## src/rtl/scalar_wb_pkg.sv

```systemverilog
// Shared types and default sizes for the scalar register-file writeback queue.
package scalar_wb_pkg;
  localparam int REG_SIZE     = 132;
  localparam int REG_QUANTITY = 16;
  localparam int SEL_BITS     = 4;
  localparam int DEPTH        = 4;

  typedef struct packed {
    logic [SEL_BITS-1:0] dst;
    logic [REG_SIZE-1:0] data;
  } wb_entry_t;

  typedef enum logic {SRC_ALU = 1'b0, SRC_MEM = 1'b1} wb_src_t;
endpackage

```

## src/rtl/scalar_wb_queue_fifo.sv

```systemverilog
// In-order entry FIFO with a combinational head and per-slot occupancy so the
// parent can build a pending-destination mask.
module wb_fifo #(
  parameter int width = 8,
  parameter int depth = 4
) (
  input  logic                   clk,
  input  logic                   reset,
  input  logic                   push,
  input  logic [width-1:0]       push_data,
  input  logic                   pop,
  output logic [width-1:0]       head,
  output logic                   full,
  output logic                   empty,
  output logic [depth-1:0]       occupied,
  output logic [depth*width-1:0] slots
);
  localparam int aw = $clog2(depth);

  logic [width-1:0] storage [depth];
  logic [aw-1:0]    rd_ptr_reg;
  logic [aw-1:0]    wr_ptr_reg;
  logic [aw:0]      count_reg;

  always_ff @(posedge clk or negedge reset) begin
    if (!reset) begin
      rd_ptr_reg <= '0;
      wr_ptr_reg <= '0;
      count_reg  <= '0;
    end else begin
      if (push) wr_ptr_reg <= wr_ptr_reg + 1'b1;
      if (pop)  rd_ptr_reg <= rd_ptr_reg + 1'b1;
      case ({push, pop})
        2'b10:   count_reg <= count_reg + 1'b1;
        2'b01:   count_reg <= count_reg - 1'b1;
        default: count_reg <= count_reg;
      endcase
    end
  end

  // Storage is not reset; stale slots are masked by count.
  always_ff @(posedge clk) begin
    if (push) storage[wr_ptr_reg] <= push_data;
  end

  assign full  = (count_reg == (aw+1)'(depth));
  assign empty = (count_reg == '0);
  assign head  = empty ? '0 : storage[rd_ptr_reg];

  generate
    for (genvar gi = 0; gi < depth; gi++) begin : g_slot
      logic [aw-1:0] offset;
      assign offset       = aw'(gi) - rd_ptr_reg;
      assign occupied[gi] = ({1'b0, offset} < count_reg);
      assign slots[gi*width +: width] = storage[gi];
    end
  endgenerate
endmodule

```

## src/rtl/scalar_wb_queue.sv

```systemverilog
// Round-robin ALU/load writeback arbiter feeding an in-order FIFO that drains
// one entry per cycle into the scalar register file write port.
module scalar_wb_queue
  import scalar_wb_pkg::*;
#(
  parameter int regSize     = REG_SIZE,
  parameter int regQuantity = REG_QUANTITY,
  parameter int selBits     = SEL_BITS,
  parameter int depth       = DEPTH
) (
  input  logic                   clk,
  input  logic                   reset,
  input  logic                   aluValid,
  output logic                   aluReady,
  input  logic [selBits-1:0]     aluReg,
  input  logic [regSize-1:0]     aluData,
  input  logic                   memValid,
  output logic                   memReady,
  input  logic [selBits-1:0]     memReg,
  input  logic [regSize-1:0]     memData,
  input  logic                   wrStall,
  output logic                   regWrEn,
  output logic [selBits-1:0]     regToWrite,
  output logic [regSize-1:0]     dataIn,
  output logic [regQuantity-1:0] pendingMask,
  output logic                   full,
  output logic                   empty
);
  localparam int width = selBits + regSize;

  wb_src_t                grant;
  logic                   grant_valid;
  logic                   rr_pri_reg;
  logic                   deq;
  logic                   space;
  logic                   push;
  logic [width-1:0]       push_entry;
  logic [width-1:0]       head;
  logic [depth-1:0]       occupied;
  logic [depth*width-1:0] slots;

  always_comb begin
    grant_valid = aluValid | memValid;
    grant       = SRC_ALU;
    if (aluValid && memValid) grant = rr_pri_reg ? SRC_MEM : SRC_ALU;
    else if (memValid)        grant = SRC_MEM;
  end

  // A retiring head frees a slot in the same cycle, so a full queue still accepts.
  assign deq        = !empty && !wrStall;
  assign space      = !full || deq;
  assign push       = space && grant_valid;
  assign aluReady   = push && (grant == SRC_ALU);
  assign memReady   = push && (grant == SRC_MEM);
  assign push_entry = (grant == SRC_MEM) ? {memReg, memData} : {aluReg, aluData};

  always_ff @(posedge clk or negedge reset) begin
    if (!reset)                           rr_pri_reg <= 1'b0;
    else if (aluValid && memValid && push) rr_pri_reg <= (grant == SRC_ALU);
  end

  wb_fifo #(.width(width), .depth(depth)) u_fifo (
    .clk       (clk),
    .reset     (reset),
    .push      (push),
    .push_data (push_entry),
    .pop       (deq),
    .head      (head),
    .full      (full),
    .empty     (empty),
    .occupied  (occupied),
    .slots     (slots)
  );

  assign regWrEn    = deq;
  assign regToWrite = head[width-1 -: selBits];
  assign dataIn     = head[regSize-1:0];

  generate
    for (genvar gi = 0; gi < regQuantity; gi++) begin : g_mask
      logic [depth-1:0] hit;
      for (genvar gj = 0; gj < depth; gj++) begin : g_hit
        assign hit[gj] = occupied[gj] &&
                         (slots[gj*width + regSize +: selBits] == selBits'(gi));
      end
      assign pendingMask[gi] = |hit;
    end
  endgenerate
endmodule
```

## config.mk

```make
export PLATFORM = sky130hd
export DESIGN_NAME = scalar_wb_queue
export DESIGN_NICKNAME = d
export VERILOG_FILES = /design/src/rtl/scalar_wb_pkg.sv /design/src/rtl/scalar_wb_queue_fifo.sv /design/src/rtl/scalar_wb_queue.sv
export SDC_FILE = /design/constraint.sdc
export NUM_CORES = 1
export LEC_CHECK = 0
export ABC_AREA = 1
export CAP_MARGIN = 20
export CORE_ASPECT_RATIO = 0.8
export CORE_UTILIZATION = 57
export DETAILED_ROUTE_END_ITERATION = 16
export PLACE_DENSITY = 0.86
export SETUP_SLACK_MARGIN = 0.3
export SYNTH_ARGS = -nofsm -noshare
export SYNTH_HDL_FRONTEND = slang
export SYNTH_SLANG_ARGS = --single-unit
```

## constraint.sdc

```tcl
create_clock -name clk -period 13.06 [get_ports clk]
set_input_delay 2.612 -clock clk [delete_from_list [all_inputs] [get_ports clk]]
set_output_delay 2.612 -clock clk [all_outputs]
set_load 0.02 [all_outputs]
```

* Word-level counts from Yosys, hierarchy flattened
Memory sizes are Yosys's and may differ from the RTL's.
Cells that the tools add are included.
** Word-level totals
- Output and inout port bits :: 157
- Memory bits (writable) :: 544
- Memories kept :: 1
- Logic and storage cells :: 186
- Register bits :: 8
** Memory list
- u_fifo.storage :: depth 4, bits a word 136, rd ports 5, clocked after memory_dff 0, wr ports 1, RTL line scalar_wb_queue_fifo.sv:20 : logic [width-1:0] storage [depth];
** Cells by class
- Equality and inequality tests :: 63
- Reduce and logical (&&, ||, !) cells :: 96
- Mux-type cells :: 8
- Magnitude comparators :: 4
- $add $sub $neg :: 8
- Bitwise operators :: 2
** Operators by type and width (number)
- two-way mux 136 bit :: 2
- == test 4 bit, second input constant :: 32
- logical AND 1 bit :: 70
- == test 4 x 3 -> 1 bit, second input constant :: 16
- OR reduction 4 bit :: 16
- == test 4 x 2 -> 1 bit, second input constant :: 8
- == test 4 x 1 -> 1 bit, second input constant :: 4
- logical NOT 4 bit :: 4
- < comparator 2 x 3 -> 1 bit :: 4
- one-hot mux 3 bit (2 select lines) :: 1
- two-way mux 1 bit :: 5
- adder 2 x 1 -> 2 bit, second input constant :: 2
- subtractor 1 x 2 -> 2 bit, first input constant :: 2
- subtractor 2 bit, first input constant :: 2
- adder 3 x 1 -> 3 bit, second input constant :: 1
- == test 3 bit, second input constant :: 1
- logical NOT 1 bit :: 3
- logical NOT 3 bit :: 1
- subtractor 3 x 1 -> 3 bit, second input constant :: 1
- == test 2 x 1 -> 1 bit, second input constant :: 1
- == test 2 bit, second input constant :: 1
- nonzero test 2 bit :: 1
- logical OR 1 bit :: 1
- NOT 1 bit :: 1
- OR 1 bit :: 1

* Logic depth before layout (Yosys ltp)
- Word-level depth :: 7
- Gate-level depth with buffers :: 14
- Depth with buffers taken out :: 12

* Hierarchy
A second synthesis with hierarchy kept.
** Unflattened totals
- Cell total of the unflattened synthesis :: 2466
- Area total of the unflattened synthesis :: 24851.3 um2
** Modules (own cells, without submodules)
- wb_fifo :: area an instance 22285.1 um2, cells each 1823, times used 1, sequential area each 16510.8 um2
- scalar_wb_queue :: area an instance 2566.2 um2, cells each 643, times used 1, sequential area each 25.0 um2

* Worst setup path before layout
Ideal clock, no wire load.
- Path kind :: input port to flip-flop
- Start :: input wrStall
- End :: memory u_fifo.storage[0][0] (netlist name) (enable)
- Setup slack :: 3.866 ns
- Data arrival time :: 8.561 ns
- Stages :: 3
- Cells stage by stage :: nand4_1 nand2_2 nor2_1
** On the way
- Longest elaborated chain between the ends :: 6
** RTL lines
- start, declared :: RTL line scalar_wb_queue.sv:21 : input logic wrStall,
- logical NOT 1 bit :: RTL line scalar_wb_queue.sv:50 : assign deq = !empty && !wrStall;
- logical AND 1 bit :: RTL line scalar_wb_queue.sv:50
- logical OR 1 bit :: RTL line scalar_wb_queue.sv:51 : assign space = !full || deq;
- logical AND 1 bit :: RTL line scalar_wb_queue.sv:52 : assign push = space && grant_valid;
- two-way mux 1 bit :: RTL line scalar_wb_queue_fifo.sv:43 : if (push) storage[wr_ptr_reg] <= push_data;
- two-way mux 1 bit (not written as such) :: RTL line scalar_wb_queue_fifo.sv:43
- end, declared :: RTL line scalar_wb_queue_fifo.sv:20
No other way between the ends.

* Worst setup path in the final report
- Start :: register u_fifo.rd_ptr_reg[0]
- End :: output pendingMask[3]
** On the way
- Longest elaborated chain between the ends :: 4
- Elaborated cells between the ends (all ways) :: 13
- Those cells by class :: 4 x add/sub; 4 x order compare; 5 x reduce/logical
** RTL lines
- start, declared :: RTL line scalar_wb_queue_fifo.sv:21 : logic [aw-1:0] rd_ptr_reg;
- start signal, assigned :: RTL line scalar_wb_queue_fifo.sv:32 : if (pop) rd_ptr_reg <= rd_ptr_reg + 1'b1;
- subtractor 1 x 2 -> 2 bit / subtractor 2 bit (equally long branches) :: RTL line scalar_wb_queue_fifo.sv:53 : assign offset = aw'(gi) - rd_ptr_reg;
- < comparator 2 x 3 -> 1 bit :: RTL line scalar_wb_queue_fifo.sv:54 : assign occupied[gi] = ({1'b0, offset} < count_reg);
- logical AND 1 bit :: RTL line scalar_wb_queue.sv:83 : assign hit[gj] = occupied[gj] &&
- OR reduction 4 bit (*) :: RTL line scalar_wb_queue.sv:86 : assign pendingMask[gi] = |hit;
- end, declared :: RTL line scalar_wb_queue.sv:25 : output logic [regQuantity-1:0] pendingMask,
Mark *: on every way between the ends. The rest lies on a longest branch, timed or not.

==> qor.yml <==
clkPwrFrac_pct: 18.7
drt-pass1-iter-count: 6
post_synth.cell_area_avg_um2: 10.2
synthSimpleGateAreaFrac_pct: 23.8
grt_pass1_vias: 18600
min_path_type: "flip-flop to flip-flop"
dieWidth_um: 233
drive_gt1_share_pct: 4.15
wl_per_cell_um: 20.1
skew_ps: 10.1
crit_slowest_cell: "buf_4"
pwr-share-comb_pct: 45.6
vias: 19200
antenna_found_initial: 0
max_slew_margin_pct: 33.0
path_max_fanout: 87
start_util_pct: 57.9
status: "complete, no violations"
routabilityCongestion: 1.01
crit_chain: "buf_4 -> buf_4 -> buf_4 -> nand2_1 -> nand3_1 -> nand2_1 -> nor2_1 -> nor2_1 -> nand2_1 -> clkdlybuf4s50_1"
cts-hold-fix-buffers: 0
top_usage_layer: "met2"
cts_tree: "built"
grt.met1_usage_pct: 41.0
synth_area_um2: 24300
die_area_um2: 43500
period_share_pct: 60.8
tns_ps: 0
leakagePower_nw: 11.9
cts_buffers: 52
p_sw_w: 0.00321
met3_usage_pct: 4.88
slew_violations: 0
fin_util_pct: 72.6
hold_viol: 0
numClockSinks: 552
grt_setup_unrepaired: "no"
num_rows: 67
use_met2_pct: 50.1
worst_setup_path_start_kind: "flip-flop"
finalSetupViolCount: 0
drt_iter0_drc: 1955
grt_max_degree: 88
arrival_ps: 5330
area_delta_synth_final_pct: 25.4
dp_hpwl_um: 40200
track_usage_pct: 30.3
cap_violations: 0
power.share.switching_pct: 40.9
yosys_register_bits: 552
synth_nets: 2672
layout.cells.most_common: "nand2_1"
min_period_ps: 7940
grt_remaining_overflow: 0
via_per_inst: 5.74
core_um2: 42000
p_seq_share_pct: 35.6
clk_latency_ps: 580
synth_compound_area_share_pct: 3.62
design_power_total_w: 0.00785
ant_nets: 0
path_class: "flip-flop to output port"
worstPathRequired_ps: 10450
top_level_ports: 434
root_buffer: "clkbuf_16"
cts.clk_slew.worst_paths_ps: 60
synthAdderAreaFrac_pct: 0.545
critPathBufInv: 4
portBuffers: 433
cts_resized: 0
max_freq_mhz: 126
intPower_w: 0.00464
ir_worst_vdd_mv: 0.182
fin_nets: 3043
post_cts_buffers: 0
worst_setup_path_end_kind: "output port"
worstMarginPinSlew_ps: 1010
synth_top_family_by_area: "simple AND/OR/NAND/NOR gates"
p_per_area_nw_per_um2: 257
grt_pass1_wl_um: 101000
routed_wirelength_um: 67300
die_h_um: 187
syn-instance-count: 2385
cpPeakStageDelay_ps: 860
synth_xor_area_share_pct: 0.144
route.detailed.drc: 0
largest_reg_flops: 544
most-common-layout-cells: "nand2_1 (1181), edfxtp_1 (544), clkdlybuf4s50_1 (433)"
cts_max_level: 2
ctsLongestPathBuffers: 3
ys_seq_area_share_pct: 67.9
crit_family: "buffers and inverters"
synth_cell_type_count: 25
yosys_warnings: 0
synth_mux_area_share_pct: 0
num_antenna_cells: 0
[worst min-delay path: cells and delay by family, from the launching register on]
| family | cells | cell delay, ps |
|---|---|---|
| DFF | 1 | 360 |
| and+or+nand+nor | 2 | 120 |
[cell usage after synthesis, drive strengths merged]
master / count / area, µm²
nand2: 1187 / 4470
edfxtp: 544 / 16300
nand3: 181 / 911
a31oi: 132 / 826
buf: 118 / 636
nor2: 98 / 375
inv: 69 / 262
clkbuf: 19 / 71.3
ha: 9 / 113
dfrtp: 8 / 200
o21ai: 6 / 30.0
o22ai: 4 / 25.0
nand4: 3 / 18.8
xor2: 3 / 26.3
fa: 1 / 20.0
nor3: 1 / 5.00
or2: 1 / 6.26
xnor2: 1 / 8.76
[per-layer routing]
| layer | vias to the layer above | routed length (µm) |
|---|---|---|
| li1 | 8778 | - |
| met1 | 9193 | 26200 |
| met2 | 1129 | 32700 |
| met3 | 145 | 6460 |
| met4 | 0 | 1860 |
| met5 | - | 0 |
[kinds of logic after synthesis]
family          after synthesis
simple gates               1471
fa+ha+maj                    10
compound gates              142
flops                       552
buf+inv                     206
xor+xnor                      4
[metrics by stage]
step | hold WS, ps | cells | area, µm² | setup WS (ps)
global placement | 461 | 3254 | 28900 | 5360
detailed placement | 492 | 3254 | 28900 | 5310
global route | 549 | 3350 | 30500 | 4770
floorplan | 442 | 2385 | 24300 | 3870
CTS | 506 | 3350 | 30500 | 5140
finish | 509 | 3350 | 30500 | 5120
[worst paths after layout]
check                      slack, ps  depth (start not counted)                                to                        startpoint
max reg2reg                     9910                          7    u_fifo.storage[1][7]$_DFFE_PP_            rr_pri_reg$_DFFE_PN0P_
max                             5120                         10                    pendingMask[3]  u_fifo.rd_ptr_reg[0]$_DFFE_PN0P_
min reg2reg                      510                          2            rr_pri_reg$_DFFE_PN0P_            rr_pri_reg$_DFFE_PN0P_
max in group asynchronous      10230                          1  u_fifo.rd_ptr_reg[1]$_DFFE_PN0P_                             reset
min in group asynchronous       2400                          1   u_fifo.count_reg[0]$_DFFE_PN0P_                             reset
min                              510                          2            rr_pri_reg$_DFFE_PN0P_            rr_pri_reg$_DFFE_PN0P_
[power groups by stage]
stage	Combinational [W]	Clock, W	Sequential (W)
final	0.00358	0.00147	0.00280
after CTS	0.00357	0.00148	0.00279
after floorplan	0.00207	0	0.00284
after global routing	0.00382	0.00155	0.00283
after detailed placement	0.00354	0	0.00282
after global placement	0.00347	0	0.00279
[area by class of cell]
class | instances | area, µm²
Sequential cell | 552 | 16500
Fill cell | 2756 | 11500
Multi-Input combinational cell | 1627 | 6870
Timing Repair Buffer | 454 | 4490
Clock buffer | 71 | 1430
Tap cell | 552 | 691
Inverter | 69 | 269
Clock inverter | 25 | 210
Note: power is estimated with default switching activity, not from simulation.
